===== config.mk =====
export PLATFORM = sky130hd
export DESIGN_NAME = disaggregator
export DESIGN_NICKNAME = d
export VERILOG_FILES = /design/src/rtl/disaggregator_pkg.sv /design/src/rtl/disaggregator_fetch_width_ctrl.sv /design/src/rtl/disaggregator.sv
export SDC_FILE = /design/constraint.sdc
export NUM_CORES = 1
export LEC_CHECK = 0
export CELL_PAD_IN_SITES_DETAIL_PLACEMENT = 1
export CELL_PAD_IN_SITES_GLOBAL_PLACEMENT = 1
export CORE_UTILIZATION = 36
export DETAILED_ROUTE_END_ITERATION = 12
export PLACE_DENSITY = 0.88
export REMOVE_ABC_BUFFERS = 1
export SLEW_MARGIN = 20
export SYNTH_ARGS = -nofsm -noshare
export SYNTH_HDL_FRONTEND = slang
export SYNTH_SLANG_ARGS = --single-unit

===== constraint.sdc =====
create_clock -name clk -period 2.03 [get_ports clk]
set_clock_uncertainty 0.2 [all_clocks]
set_input_delay 0.406 -clock clk [delete_from_list [all_inputs] [get_ports clk]]
set_output_delay 0.406 -clock clk [all_outputs]
set_load 0.005 [all_outputs]

===== src/rtl/disaggregator_pkg.sv =====
// Shared helpers for the aggregator/disaggregator width-conversion pair:
// lane-counter sizing and the fetch-width clamp.
package disaggregator_pkg;

  function automatic int lane_cnt_width(input int fetch_width);
    return $clog2(fetch_width) + 1;
  endfunction

  // Out-of-range requests (0 or above the maximum) fall back to the full width
  function automatic int clamp_fetch_width(input int req, input int fetch_width);
    int res;
    if ((req == 0) || (req > fetch_width)) begin
      res = fetch_width;
    end else begin
      res = req;
    end
    return res;
  endfunction

endpackage


===== src/rtl/disaggregator_fetch_width_ctrl.sv =====
// Runtime fetch-width controller shared by the aggregator and disaggregator.
// Holds the active width plus a pending request deferred until the word in flight completes.
module fetch_width_ctrl
  import disaggregator_pkg::*;
#(
  parameter int FETCH_WIDTH = 2
) (
  input  logic                                     clk,
  input  logic                                     rst_n,
  input  logic                                     change_fetch_width,
  input  logic [lane_cnt_width(FETCH_WIDTH)-1:0]   input_fetch_width,
  input  logic                                     word_done,
  output logic [lane_cnt_width(FETCH_WIDTH)-1:0]   fetch_width
);

  localparam int CW = lane_cnt_width(FETCH_WIDTH);

  logic [CW-1:0] active_r;
  logic [CW-1:0] pending_width_r;
  logic          pending_r;
  logic [CW-1:0] req_s;

  assign req_s = CW'(clamp_fetch_width(int'(input_fetch_width), FETCH_WIDTH));

  // A pending width becomes effective for a load that coincides with the word completing
  assign fetch_width = pending_r ? pending_width_r : active_r;

  // Active/pending width registers; latest request always wins
  always_ff @(posedge clk or negedge rst_n) begin
    if (!rst_n) begin
      active_r        <= CW'(FETCH_WIDTH);
      pending_width_r <= {CW{1'b0}};
      pending_r       <= 1'b0;
    end else if (change_fetch_width && word_done) begin
      active_r  <= req_s;
      pending_r <= 1'b0;
    end else if (change_fetch_width) begin
      pending_r       <= 1'b1;
      pending_width_r <= req_s;
    end else if (pending_r && word_done) begin
      active_r  <= pending_width_r;
      pending_r <= 1'b0;
    end else begin
      active_r        <= active_r;
      pending_width_r <= pending_width_r;
      pending_r       <= pending_r;
    end
  end

endmodule


===== src/rtl/disaggregator.sv =====
// Wide-to-narrow splitter: pops FETCH_WIDTH-lane words and emits lanes LSB-first.
// Optional macro DISAGGREGATOR_LAST_EN adds a receiver_last output marking each word's final lane.
module disaggregator
  import disaggregator_pkg::*;
#(
  parameter int DATA_WIDTH  = 8,
  parameter int FETCH_WIDTH = 2
) (
  input  logic                                   clk,
  input  logic                                   rst_n,
  input  logic [FETCH_WIDTH*DATA_WIDTH-1:0]      sender_data,
  input  logic                                   sender_empty_n,
  output logic                                   sender_deq,
  output logic [DATA_WIDTH-1:0]                  receiver_data,
  input  logic                                   receiver_full_n,
  output logic                                   receiver_enq,
`ifdef DISAGGREGATOR_LAST_EN
  output logic                                   receiver_last,
`endif
  input  logic                                   change_fetch_width,
  input  logic [lane_cnt_width(FETCH_WIDTH)-1:0] input_fetch_width
);

  localparam int CW = lane_cnt_width(FETCH_WIDTH);

  logic [FETCH_WIDTH*DATA_WIDTH-1:0] sr_r;
  logic                              valid_r;
  logic [CW-1:0]                     lane_cnt_r;
  logic [CW-1:0]                     fetch_width_s;
  logic                              last_s;
  logic                              word_done_s;
  logic                              deq_s;
  logic                              enq_s;

  assign last_s      = valid_r && (lane_cnt_r == CW'(1));
  assign word_done_s = !valid_r || (last_s && receiver_full_n);
  assign enq_s       = rst_n && valid_r && receiver_full_n;
  assign deq_s       = rst_n && sender_empty_n && word_done_s;

  assign sender_deq    = deq_s;
  assign receiver_enq  = enq_s;
  assign receiver_data = sr_r[DATA_WIDTH-1:0];
`ifdef DISAGGREGATOR_LAST_EN
  assign receiver_last = last_s;
`endif

  fetch_width_ctrl #(
    .FETCH_WIDTH (FETCH_WIDTH)
  ) u_fetch_width_ctrl (
    .clk                (clk),
    .rst_n              (rst_n),
    .change_fetch_width (change_fetch_width),
    .input_fetch_width  (input_fetch_width),
    .word_done          (word_done_s),
    .fetch_width        (fetch_width_s)
  );

  // Word load has priority over the shift; SR is cleared when a word drains so idle data reads 0
  always_ff @(posedge clk or negedge rst_n) begin
    if (!rst_n) begin
      sr_r       <= {(FETCH_WIDTH*DATA_WIDTH){1'b0}};
      valid_r    <= 1'b0;
      lane_cnt_r <= {CW{1'b0}};
    end else if (deq_s) begin
      sr_r       <= sender_data;
      valid_r    <= 1'b1;
      lane_cnt_r <= fetch_width_s;
    end else if (enq_s) begin
      if (last_s) begin
        sr_r       <= {(FETCH_WIDTH*DATA_WIDTH){1'b0}};
        valid_r    <= 1'b0;
        lane_cnt_r <= {CW{1'b0}};
      end else begin
        sr_r       <= sr_r >> DATA_WIDTH;
        valid_r    <= valid_r;
        lane_cnt_r <= lane_cnt_r - CW'(1);
      end
    end else begin
      sr_r       <= sr_r;
      valid_r    <= valid_r;
      lane_cnt_r <= lane_cnt_r;
    end
  end

endmodule


==> impl_metrics.csv <==
group,metric,value,unit
synthesis,ys_seq_area_frac,0.526,
clock_tree,clockRootBuffer,"clkbuf_4",
placement,hpwl,2.15,mm
route,dr.pass1.iters,4,
clock_tree,tritoncts,"built",
synthesis,synth_area,1140,um2
global_route,grt_pass1_vias,990,
worst_hold_path,hold_class,"primary input to async pin",
floorplan,die_h,58.4,um
synthesis,yosysWarnings,0,
synthesis,synth_top_area_frac,0.503,
clock_tree,ctsHtreeMaxLevel,1,
route,drtIter0Drc,29,
outcome,violations,"negative hold slack",
synthesis,synthCells,92,
synthesis,ys_top_cells_by_count,"dfrtp_1 (23), a221o_1 (9), a22o_1 (8), and2_1 (8), buf_4 (8)",
route,wl_per_cell,16.9,um
route,postRouteAntennaNets,0,
power,leakage,0.000738,uW
setup_path,startpoint_type,"flop",
synthesis,yosysTopAreaCell,"dfrtp_1",
setup_path,reg2reg_from,"lane_cnt_r[1]",
sta,hold_viol_final,2,
setup_path,critPathCapture,"sender_deq",
clock_tree,clk_pin_slew,0.14,ns
global_route,grt_pass1_wl,4.78,mm
clock_tree,clock-sinks,24,
global_route,grt_max_degree,23,
cells_and_area,final_nets,157,
route,vias,877,
floorplan,rows,20,
setup_path,cp.arrival,1.33,ns
run,drv_cap,0,
cells_and_area,drive_above_1_share,0.235,
setup_path,r2r-end,"sr_r[3]",
sta,maxSlewViolCount,0,
placement,portBuffers,32,
floorplan,dieWidth,58.4,um
setup_path,cp.required,1.42,ns
floorplan,start_util,0.378,
clock_tree,clk_latency,0.34,ns
synthesis,synth-edff-count,0,
synthesis,yosysMostFrequentCell,"dfrtp_1",
setup_path,critPathLaunch,"lane_cnt_r[0]",
floorplan,pin_count,33,
floorplan,dieArea,3410,um2
sta,relSlewSlack,0.801,
synthesis,ys_async_sr_fraction,1.00,
global_route,grt_antenna_before_repair,0,
synthesis,ys_top_cells_by_area,"dfrtp_1 (50%), a221o_1 (7.9%), a22o_1 (6.1%), buf_4 (5.2%), and2_1 (4.4%)",
sta,setup_viol,0,
setup_path,reg2reg_depth,7,
floorplan,coreArea,3030,um2
power,ir_drop,0.308,mV
cells_and_area,n_fill_cell,326,
sta,timing.hold.ws,-0.000852,ns
cells_and_area,diodes,0,
sta,tightest_slew,0.299,ns
sta,rsz0062_at_grt,"no",
sta,finalCritPeriodShare,0.952,
cells_and_area,layout-area-overhead-vs-synth,38.7,%
global_route,overflow,0,
synthesis,ys_seq_elements,24,
clock_tree,ctsLongestPathBuffers,2,
sta,max_freq,0.517,GHz
synthesis,synthDistinctLibCells,30,
setup_path,cp-end-kind,"output pin",
sta,setup_tns,0,ns
synthesis,avgSynthCellArea,12.4,um2
setup_path,rrSetupSlack,0.17,ns
route,drc,0,
synthesis,ys.flop_type,"dfrtp_1",
route,drt_wl_total,2.97,mm
setup_path,critPathKind,"flop to output pin",
setup_path,cp_max_fo,2,
sta,finalCriticalPeriod,1.93,ns
placement,gp_congestion,0.730,
outcome,status,"finished with violations",
global_route,gr-usage-all-layers,0.196,
clock_tree,numCtsBuffers,3,
route,avgViaCountPerCell,4.98,
cells_and_area,fin_util,0.524,
power,design_power_total,1610,uW
power,power_density,1010,nW/um2
[metrics by stage]
| step | setup WS, ns | std cells | cell area, um2 | hold WS (ns) |
|---|---|---|---|---|
| floorplan | 0.416 | 81 | 1060 | -0.0896 |
| global placement | -0.284 | 166 | 1500 | 0.276 |
| detailed placement | -0.321 | 166 | 1500 | 0.275 |
| CTS | 0.0364 | 176 | 1590 | 0.0108 |
| global route | 0.0395 | 176 | 1590 | 0.00657 |
| finish | 0.0970 | 176 | 1590 | -0.000852 |
[placed cells by master, fill, tap and decap left out, drive strengths merged]
cell / instances
or2b: 1
ha: 1
and3: 1
nor2: 4
a21o: 1
and2: 8
a31oi: 1
and4b: 1
dfrtp: 23
nand3: 2
clkdlybuf4s50: 28
o21ai: 2
a21bo: 1
and3b: 1
a21oi: 1
nor2b: 2
buf: 15
a221o: 9
a22o: 8
dfstp: 1
mux2i: 3
clkbuf: 5
mux2: 3
inv: 2
a21boi: 1
o221a: 1
dlygate4sd2: 3
nand2: 3
[cells by family after synthesis]
logic type / Yosys count / share of synthesized area
AO/OA/AOI/OAI: 25 / 0.193
adder cells (fa/ha/maj): 1 / 0.0109
buffers and inverters: 13 / 0.0831
flip-flops: 24 / 0.526
multiplexers: 6 / 0.0590
AND/OR/NAND/NOR: 23 / 0.128
[power by group]
group | switching, uW | total [uW] | internal [uW]
sequential | 106 | 735 | 629
combinational | 240 | 647 | 408
clock | 150 | 228 | 77.3
[per-layer routing]
| metal | up-vias | track usage | part of all wire |
|---|---|---|---|
| met4 | 0 | 0.0884 | 0.023 |
| met2 | 34 | 0.348 | 0.52 |
| met1 | 427 | 0.233 | 0.41 |
| li1 | 411 | - | - |
| met3 | 5 | 0.0308 | 0.052 |
| met5 | - | 0 | 0 |
[flip-flops by register name (all words and copies together) (netlist names)]
signal	cells
lane_cnt_r	2
valid_r	1
u_fetch_width_ctrl.pending_width_r	2
u_fetch_width_ctrl.pending_r	1
sr_r	16
u_fetch_width_ctrl.active_r	2
[critical path: stages, from the launching register on]
cell	delay, ns
dfrtp_1	0.46
ha_4	0.20
a21boi_4	0.18
nor2_4	0.06
clkbuf_2	0.11
[worst min-delay path by stage]
stage                                                  endpoint  slack [ns]
after floorplan                                   lane_cnt_r[0]       -0.09
after global placement                                  sr_r[9]        0.28
after detailed placement                                sr_r[8]        0.27
after CTS                                               valid_r        0.01
after global routing                                    valid_r       0.007
final                     u_fetch_width_ctrl.pending_width_r[0]     -0.0009
[cell type report]
cell class	instances	area, um2	area share
tap	44	55.1	0.0347
timing repair buffer	47	424	0.267
sequential	24	602	0.379
inverter	2	7.51	0.00473
multi-input combinational	55	473	0.298
clock buffer	4	26.3	0.0165
[repair_timing]
item | CTS | global route
endpoints found under the setup margin | 2 | 1
hold buffers | 0 | 0
buffers inserted | 6 | 0
endpoints found under the hold margin | 0 | 0
resized for setup | 9 | 2
pin swaps | 2 | 1
(Power assumes the default switching activity.)
